`src/rtl/skid_buffer_stage.sv`:
```
// Two-entry valid/ready skid buffer: registered valid, data, ready and occupancy.
// Accepted beats appear on o_data the cycle after acceptance; the skid entry absorbs the beat that lands while o_ready falls.
module skid_buffer_stage #(
  parameter int DATA_WIDTH = 8
) (
  input  logic                  clk,
  input  logic                  reset,
  input  logic                  i_valid,
  input  logic [DATA_WIDTH-1:0] i_data,
  output logic                  o_ready,
  output logic                  o_valid,
  output logic [DATA_WIDTH-1:0] o_data,
  input  logic                  i_ready,
  output logic [1:0]            o_count
);

  typedef enum logic [1:0] {
    EMPTY = 2'd0,
    BUSY  = 2'd1,
    FULL  = 2'd2
  } state_t;

  state_t                  state_q, state_d;
  logic [DATA_WIDTH-1:0]   main_q, main_d;
  logic [DATA_WIDTH-1:0]   skid_q, skid_d;
  logic                    ready_q, ready_d;
  logic                    valid_q, valid_d;
  logic [1:0]              count_q, count_d;
  logic                    in_fire;
  logic                    out_fire;

  assign in_fire  = i_valid & ready_q;
  assign out_fire = valid_q & i_ready;

  always_comb begin
    state_d = state_q;
    main_d  = main_q;
    skid_d  = skid_q;
    case (state_q)
      EMPTY: begin
        if (in_fire) begin
          main_d  = i_data;
          state_d = BUSY;
        end
      end
      BUSY: begin
        if (in_fire && out_fire) begin
          main_d = i_data;
        end else if (in_fire) begin
          skid_d  = i_data;
          state_d = FULL;
        end else if (out_fire) begin
          state_d = EMPTY;
        end
      end
      FULL: begin
        if (out_fire) begin
          main_d  = skid_q;
          state_d = BUSY;
        end
      end
      default: state_d = EMPTY;
    endcase
  end

  // Outputs are decoded from the next state so every port is a flop.
  always_comb begin
    ready_d = (state_d != FULL);
    valid_d = (state_d != EMPTY);
    case (state_d)
      BUSY:    count_d = 2'd1;
      FULL:    count_d = 2'd2;
      default: count_d = 2'd0;
    endcase
  end

  always_ff @(posedge clk or posedge reset) begin
    if (reset) begin
      state_q <= EMPTY;
      main_q  <= '0;
      skid_q  <= '0;
      ready_q <= 1'b0;
      valid_q <= 1'b0;
      count_q <= 2'd0;
    end else begin
      state_q <= state_d;
      main_q  <= main_d;
      skid_q  <= skid_d;
      ready_q <= ready_d;
      valid_q <= valid_d;
      count_q <= count_d;
    end
  end

  assign o_ready = ready_q;
  assign o_valid = valid_q;
  assign o_data  = main_q;
  assign o_count = count_q;

endmodule

```
`config.mk`:
```
export PLATFORM = sky130hd
export DESIGN_NAME = skid_buffer_stage
export DESIGN_NICKNAME = d
export VERILOG_FILES = /design/src/rtl/skid_buffer_stage.sv
export SDC_FILE = /design/constraint.sdc
export NUM_CORES = 1
export LEC_CHECK = 0
export CAP_MARGIN = 20
export CORE_UTILIZATION = 35
export DETAILED_ROUTE_END_ITERATION = 10
export GPL_ROUTABILITY_DRIVEN = 0
export SYNTH_ARGS = -nofsm -noshare
export SYNTH_HDL_FRONTEND = slang
export SYNTH_SLANG_ARGS = --single-unit
export TNS_END_PERCENT = 20
```
`constraint.sdc`:
```
create_clock -name clk -period 3.3 [get_ports clk]
set_clock_uncertainty 0.15 [all_clocks]
set_input_delay 0.33 -clock clk [delete_from_list [all_inputs] [get_ports clk]]
set_output_delay 0.33 -clock clk [all_outputs]
set_load 0.01 [all_outputs]
```
==> impl_metrics.toml, run 1 <==
[setup_path]
critical_path_depth = 4
cp_top_family = "flip-flops"
critical_path_class = "reg -> reg"
cp_slowest_cell = "dfrtp_1"
crit_path_max_incr_delay_ns = 0.51
reg2reg_depth = 4
path_buf_inv = 0
crit_required_ns = 3.35
cp-start-kind = "register"
worstPathArrival_ns = 1.93
crit_path_end_kind = "register"
cp_max_fo = 13
path_cells = "nand2b_4 > o21ai_2 > a31oi_4 > mux2_2"

[power_and_ir_drop]
ir_drop_mv = 0.604
power.internal_uw = 813
powerDensity_nw_per_um2 = 906
leakagePower_uw = 0.000572
switchingPower_uw = 355
combPwrFrac = 0.417
p_sw_frac = 0.304
seq_power_share = 0.410
clkPwrFrac = 0.173

[sta]
setup-violations-final = 0
fin_crit_ns = 1.88
relSlewSlack = 0.444
hold_viol = 0
fin_crit_sh = 0.570
finalSetupTns_ns = 0
rsz0062_at_grt = "no"
slew_violations = 0
max_freq_ghz = 0.532
worstMarginPinSlew_ns = 0.833

[floorplanning]
row_count = 18
core_sq_um = 2570
die_area_sq_um = 3030
die_w_um = 55.1
io_pins = 24
start_util = 0.384
die_h_um = 55.1

[layout]
fin_nets = 123
stdcell_count = 140
post_route_cells_drive_above_1_share = 0.218
final_area_sq_um = 1290
antenna_cells = 0
area_growth_pct = 30.8

[global_routing]
grt-busiest-layer = "met2"
grt_pass1_wl_um = 2850
use_met3 = 0.0519
use_met2 = 0.225
grt-ovfl-total = 0
grt_util_all_layers = 0.140
grt_max_degree = 23
grt_antenna_before_repair = 0
grt_pass1_vias = 620
use_met1 = 0.172

[placed_design]
dpl.hpwl_um = 1270
io_buffers = 23
dp_cells = 136
postPlaceCellArea_sq_um = 1240

[routing]
drtIter0Drc = 6
routedWlPerCell_um = 12.8
drc = 0
dr.pass1.iters = 2
routed_via_density = 4.90
vias = 686
wl_um = 1800
drtAntennaViolNets = 0

[logic_synthesis]
synth_top_flop_cell = "dfrtp_1"
synth_nets = 98
ys_seq_area_frac = 0.558
ys_ff_latch = 22
syn_area_per_cell_sq_um = 11.5
synth_cell_type_count = 20
synth_edf_count = 0
async_flop_share = 1.00
syn_inst = 86
yosys_warnings = 0
synth_area_sq_um = 986

[clock_tree]
htreeDepth = 1
cts.clk_slew.worst_paths_ns = 0.12
clk_path_buf_depth = 2
cts_setup_buffers = 0
cts_tree = "yes"
cts_hold_buf = 0
cts_sinks = 22
numCtsBuffers = 3
cts_resized = 0
cts_root_buf = "clkbuf_4"
clk_latency_ns = 0.30

[worst_hold_path]
hold_path.class = "in -> async"

[outcome]
status = "complete, no violations"

[run]
drv_cap = 0
[worst paths after layout]
| kind | end | from | slack, ns |
|---|---|---|---|
| setup / recovery | o_data[4]$_DFFE_PP0P_ | state_q[0]$_DFF_PP0_ | 1.42 |
| hold / removal | o_data[5]$_DFFE_PP0P_ | reset | 0.34 |
| setup reg to reg | o_data[4]$_DFFE_PP0P_ | state_q[0]$_DFF_PP0_ | 1.42 |
| hold reg to reg | skid_q[1]$_DFFE_PP0P_ | skid_q[1]$_DFFE_PP0P_ | 0.37 |
| max in group asynchronous | o_data[4]$_DFFE_PP0P_ | reset | 2.15 |
| min in group clk | skid_q[1]$_DFFE_PP0P_ | skid_q[1]$_DFFE_PP0P_ | 0.37 |
[power groups by stage]
stage	registers (uW)	clock network, uW	logic [uW]
after detailed placement	486	0	493
after floorplan	500	0	281
final	479	202	488
after CTS	479	210	495
after global placement	481	0	486
after global routing	496	221	539
[synthesized netlist by cell type (all sizes together) (2+ instances only)]
library cell  count  share of area
a21boi            3          0.023
o21ai             2          0.014
nand3             2          0.015
o22ai             2          0.013
buf               2          0.013
nor2              2         0.0076
nand2            27           0.10
mux2             16           0.18
dfrtp            22           0.56
[per-layer routing]
layer,up-vias,part of all wire
met1,327,0.48
li1,342,-
met4,0,0.015
met2,15,0.47
met5,-,0
met3,2,0.031
[cell usage in the layout, fill, tap and decap left out, types with 2 or more instances in the layout]
cell type        instances
o22ai_1                  2
dfrtp_1                 22
clkdlybuf4s50_1         23
nor2_1                   2
nand2_1                 27
clkbuf_4                 3
a21boi_0                 3
mux2_2                  16
[state kept, by name, indices dropped and copies added, names as in the netlist]
| name | cells |
|---|---|
| o_count | 2 |
| o_data | 8 |
| o_ready | 1 |
| o_valid | 1 |
| skid_q | 8 |
| state_q | 2 |
[worst register-to-register path, delay by kind of cell, from the launching register on]
family / cells / cell delay (ns)
AND/OR/NAND/NOR: 1 / 0.27
multiplexers: 1 / 0.38
AO/OA/AOI/OAI: 2 / 0.46
flip-flops: 1 / 0.51
[per-stage QoR]
stage          setup WS, ns  hold WS, ns  power [uW]   util
2_1_floorplan          1.75        0.169         781      -
3_3_place_gp           1.28        0.338         967  0.482
3_5_place_dp           1.25        0.342         979  0.482
4_1_cts                1.40        0.349        1180  0.502
5_1_grt                1.32        0.363        1260  0.502
6_report               1.42        0.335        1170  0.502
[kinds of logic after synthesis]
| group | share of synthesized area |
|---|---|
| flops | 0.558 |
| mux | 0.183 |
| compound gates | 0.0876 |
| simple gates | 0.151 |
| buf+inv | 0.0203 |
[final cells by class]
cell class	count	area [sq um]
Tap cell	30	37.5
Multi-Input combinational cell	60	415
Clock buffer	3	22.5
Sequential cell	22	551
Timing Repair Buffer	23	230
Clock inverter	1	30.0
Inverter	1	3.75
Fill cell	241	1280
No activity file was read; power rests on OpenSTA's default activity.
==> run 2: changes to the inputs <==
==> constraint.sdc (replaced) <==
create_clock -name clk -period 1.65 [get_ports clk]
set_clock_uncertainty 0.15 [all_clocks]
set_input_delay 0.165 -clock clk [delete_from_list [all_inputs] [get_ports clk]]
set_output_delay 0.165 -clock clk [all_outputs]
set_load 0.01 [all_outputs]
==> run 2 against run 1 <==
Combinational power increased by 120%. Utilization increased by 1.5 points. Die area unchanged. Worst hold slack got worse by 0.32 ns. Wire length increased by 4.9%. Setup slack got worse by 1.3 ns. Power increased by 97%. Global-route usage increased by 0.63 points. Clock power increased by 44%. Largest cell class unchanged.
==> impl_metrics.toml, run 2 (synthesized netlist as in run 1, its figures left out) <==
[layout]
area_growth_pct = 34.8
multi_input_area_sq_um = 418
final_common_cell = "nand2_1"
seqCellArea_sq_um = 552
fin_nets = 130
post_route_cells_drive_above_1_share = 0.282
final_cell_mix = "27 x nand2_1, 22 x clkdlybuf4s50_1, 21 x dfrtp_1"
antenna_cells = 0
fin_util = 0.518
nFillCells = 253

[floorplanning]
die_h_um = 55.1
row_count = 18
die_w_um = 55.1
io_pins = 24
die_area_sq_um = 3030
core_sq_um = 2570
start_util = 0.384

[power_and_ir_drop]
powerDensity_nw_per_um2 = 1730
leakagePower_uw = 0.000598
ir_drop_mv = 0.991

[routing]
drtAntennaViolNets = 0
vias = 712
drc = 0
dr.pass1.iters = 4
routed_via_density = 4.84
wl_um = 1890
routedWlPerCell_um = 12.8
drtIter0Drc = 10

[setup_path]
critical_path_class = "reg -> reg"
reg2reg_depth = 4
startpoint = "state_q[1]$_DFF_PP0_"
crit_path_end_kind = "register"
path_cells = "nand2b_4 > o21ai_2 > a31oi_4 > mux2_2"
crit_required_ns = 1.70
crit_path_max_incr_delay_ns = 0.48
worstPathArrival_ns = 1.63
cp_max_fo = 8
rr_startpoint = "state_q[1]$_DFF_PP0_"
cp-start-kind = "register"
cp_slowest_cell = "dfrtp_2"

[global_routing]
grt_antenna_before_repair = 0
grt-ovfl-total = 0
grt_pass1_vias = 656
grt_max_degree = 23
grt_util_all_layers = 0.147
grt_pass1_wl_um = 2990

[sta]
fin_crit_sh = 0.957
hold_viol = 0
slew_violations = 0
relSlewSlack = 0.712
worstMarginPinSlew_ns = 0.431
max_freq_ghz = 0.633
hold_slack_ns = 0.0200
fin_crit_ns = 1.58
rsz0062_at_grt = "yes"
setup-violations-final = 0

[clock_tree]
cts_hold_buf = 0
cts_tree = "yes"
numCtsBuffers = 3
htreeDepth = 1
cts_sinks = 22
clk_latency_ns = 0.30
clk_path_buf_depth = 2
cts_root_buf = "clkbuf_4"
cts_setup_buffers = 0
cts.clk_slew.worst_paths_ns = 0.12

[run]
drv_cap = 0

[placed_design]
io_buffers = 23
dpl.hpwl_um = 1340

[outcome]
status = "complete, no violations"

[worst_hold_path]
hold_path.class = "in -> async"
## run 2: changes by cell type in the layout (fill, tap and decap cells not counted)
cell             delta
bufinv_16           -1
dfrtp_2             +1
dfrtp_1             -1
clkbuf_8            +1
clkdlybuf4s50_1     -1
nor2b_2             +1
nor2b_1             -1
buf_4               +7
dlygate4sd2_1       +1
## run 2: layer usage
| metal | global-route usage | routed length, um |
|---|---|---|
| met2 | 0.217 | 858 |
| met3 | 0.0546 | 96 |
| met5 | 0 | 0 |
| met4 | 0.0500 | 20 |
| met1 | 0.196 | 911 |
## run 2: worst paths after layout
check	end	slack [ns]
max in group asynchronous	state_q[1]$_DFF_PP0_	1.09
min reg2reg	o_data[7]$_DFFE_PP0P_	0.37
min	skid_q[5]$_DFFE_PP0P_	0.02
max reg2reg	o_data[6]$_DFFE_PP0P_	0.07
min in group clk	skid_q[1]$_DFFE_PP0P_	0.34
max	o_data[6]$_DFFE_PP0P_	0.07
## run 2: timing repair
action / 4_1_cts / 5_1_grt
resized for setup: 2 / 1
gates cloned: 0 / 0
pin swaps: 0 / 1
setup endpoints to repair: 11 / 8
## run 2: worst max-delay path, delay by kind of cell, from the launching register on
| family | cells | cell delay [ns] |
|---|---|---|
| AND/OR/NAND/NOR | 1 | 0.09 |
| flip-flops | 1 | 0.48 |
| multiplexers | 1 | 0.37 |
| AO/OA/AOI/OAI | 2 | 0.38 |
## run 2: power by group
part	leakage [uW]	internal [uW]	switching [uW]	total [uW]
sequential	0.000260	801	157	958
combinational	0.000317	629	420	1050
clock	0.0000210	135	156	290
total	0.000598	1560	732	2300
## run 2: final cells by class
cell class                 count  area share
sequential                    22       0.415
clock buffer                   4      0.0273
inverter                       1     0.00282
tap                           30      0.0282
multi-input combinational     60       0.315
timing repair buffer          30       0.212
## run 2: through the flow
step	total power (uW)	setup slack [ns]	instances	area (sq um)	TNS (ns)
6_report	2300	0.0702	147	1330	0
5_1_grt	2470	-0.00761	147	1330	-0.0233
4_1_cts	2320	0.00285	147	1330	0
3_5_place_dp	2040	-0.159	143	1290	-2.40
3_3_place_gp	2010	-0.150	143	1290	-2.09
2_1_floorplan	1560	0.0992	86	986	0
==> run 3: changes to the inputs <==
--- a/config.mk
+++ b/config.mk
@@ -7,6 +7,7 @@
 export LEC_CHECK = 0
 export CAP_MARGIN = 20
 export CORE_UTILIZATION = 35
+export CTS_BUF_LIST = sky130_fd_sc_hd__clkbuf_16
 export DETAILED_ROUTE_END_ITERATION = 10
 export GPL_ROUTABILITY_DRIVEN = 0
 export SYNTH_ARGS = -nofsm -noshare
==> constraint.sdc (replaced) <==
create_clock -name clk -period 1.3 [get_ports clk]
set_clock_uncertainty 0.15 [all_clocks]
set_input_delay 0.26 -clock clk [delete_from_list [all_inputs] [get_ports clk]]
set_output_delay 0.26 -clock clk [all_outputs]
set_load 0.01 [all_outputs]
==> run 3 against run 2 <==
The flow now finishes with violations (negative setup slack). Count of clock-buffer cells in the layout decreased by 1. Wire length increased by 12%. Power increased by 44%. Via count increased by 6.3%. Sequential share of layout area decreased by 2.7 points. Setup slack got worse by 0.32 ns. Critical path type unchanged.
==> impl_metrics.toml, run 3 (synthesized netlist as in run 1, its figures left out) <==
[outcome]
status = "complete, but fails checks"
violations = "negative setup slack"

[layout]
fin_nets = 136
seqCellArea_sq_um = 552
area_growth_pct = 44.3
final_area_sq_um = 1420
multi_input_area_sq_um = 435
post_route_cells_drive_above_1_share = 0.390
final_cell_mix = "26 x nand2_1, 21 x dfrtp_1, 16 x mux2_2"
fin_util = 0.554
nFillCells = 232
final_common_cell = "nand2_1"
antenna_cells = 0

[power_and_ir_drop]
combPwrFrac = 0.436
powerDensity_nw_per_um2 = 2320
ir_drop_mv = 1.15
switchingPower_uw = 1050
clkPwrFrac = 0.196
seq_power_share = 0.368
p_sw_frac = 0.317
totalPowerFinal_uw = 3300
leakagePower_uw = 0.000666
power.internal_uw = 2260

[setup_path]
cp_slowest_cell = "dfrtp_1"
cp_max_fo = 7
crit_path_end_kind = "register"
critical_path_depth = 5
worstPathArrival_ns = 1.54
crit_path_max_incr_delay_ns = 0.41
path_buf_inv = 1
cp_top_family = "flip-flops"
worst_r2r_endpoint = "o_data[1]$_DFFE_PP0P_"
rr_startpoint = "state_q[0]$_DFF_PP0_"
critical_path_class = "reg -> reg"
reg2reg_depth = 5
cp-start-kind = "register"
ff2ff_setup_slack_ns = -0.25
crit_required_ns = 1.29
path_cells = "nand2b_4 > o21ai_2 > a31oi_4 > buf_12 > mux2_2"

[routing]
drc = 0
dr.pass1.iters = 4
drtIter0Drc = 9
routed_via_density = 4.95
drtAntennaViolNets = 0
wl_um = 2120
vias = 757
routedWlPerCell_um = 13.8

[floorplanning]
die_w_um = 55.1
core_sq_um = 2570
io_pins = 24
start_util = 0.384
die_h_um = 55.1
row_count = 18
die_area_sq_um = 3030

[sta]
worstMarginPinSlew_ns = 0.421
fin_crit_ns = 1.55
slew_violations = 0
hold_slack_ns = 0.177
fin_crit_sh = 1.20
setup-violations-final = 21
final.setup.worst_slack_ns = -0.254
relSlewSlack = 0.718
max_freq_ghz = 0.643
hold_viol = 0
rsz0062_at_grt = "yes"

[run]
drv_cap = 0

[clock_tree]
cts_root_buf = "clkbuf_16"
numCtsBuffers = 3
cts_sinks = 22
clk_path_buf_depth = 2
cts.clk_slew.worst_paths_ns = 0.06
cts_tree = "yes"
clk_latency_ns = 0.25
htreeDepth = 1

[placed_design]
postPlaceCellArea_sq_um = 1290
io_buffers = 23
dpl.hpwl_um = 1350

[global_routing]
grt_antenna_before_repair = 0
grt_util_all_layers = 0.167
grt_pass1_wl_um = 3290
grt_max_degree = 23
grt-ovfl-total = 0
grt_pass1_vias = 745

[worst_hold_path]
hold_path.class = "in -> async"
==> run 3: cell count changes in the layout (fill, tap and decap cells not counted), sizes merged <==
cell	delta
dlygate4sd2	+1
clkdlybuf4s15	+5
clkbuf	+6
clkinv	+1
buf	+6
clkdlybuf4s50	-13
==> run 3: what timing repair did <==
item | in CTS | in global routing
hold buffers | 0 | 0
resized for setup | 29 | 12
setup buffers | 7 | 1
setup endpoints to repair | 34 | 32
pin swaps | 2 | 0
==> run 3: stage by stage <==
stage,cells,TNS (ns),worst slack [ns]
2_1_floorplan,86,-2.63,-0.205
3_3_place_gp,141,-11.23,-0.581
3_5_place_dp,141,-11.63,-0.595
4_1_cts,152,-3.02,-0.236
5_1_grt,153,-5.78,-0.308
6_report,153,-4.31,-0.254
==> run 3: power by group through the flow <==
stage / registers (uW) / logic, uW / clock network (uW)
floorplan: 1270 / 715 / 0
global placement: 1220 / 1320 / 0
detailed placement: 1230 / 1340 / 0
CTS: 1210 / 1480 / 666
global route: 1260 / 1570 / 708
finish: 1220 / 1440 / 647
==> run 3: worst max path at each step <==
stage	start	slack, ns	end
after global routing	state_q[1]$_DFF_PP0_	-0.31	o_data[1]$_DFFE_PP0P_
final	state_q[0]$_DFF_PP0_	-0.25	o_data[1]$_DFFE_PP0P_
after global placement	i_valid	-0.58	skid_q[1]$_DFFE_PP0P_
after CTS	state_q[1]$_DFF_PP0_	-0.24	o_data[1]$_DFFE_PP0P_
after floorplan	state_q[0]$_DFF_PP0_	-0.21	o_data[0]$_DFFE_PP0P_
after detailed placement	i_valid	-0.60	skid_q[1]$_DFFE_PP0P_
==> run 3: final cells by class <==
type                       count  area share
clock buffer                   3      0.0528
clock inverter                 1     0.00264
inverter                       1     0.00264
multi-input combinational     60       0.306
sequential                    22       0.388
tap                           30      0.0264
timing repair buffer          36       0.222
==> run 3: routing by layer <==
layer / wire (um) / GRT usage / vias up
met1: 1000 / 0.208 / 367
met3: 81 / 0.0246 / 5
met5: 0 / 0 / -
met4: 59 / 0.113 / 0
li1: - / - / 366
met2: 973 / 0.265 / 19
==> run 3: worst min-delay path, cell delays in order <==
cell,delay (ns)
clkdlybuf4s50_1,0.40
inv_1,0.09
buf_12,0.18
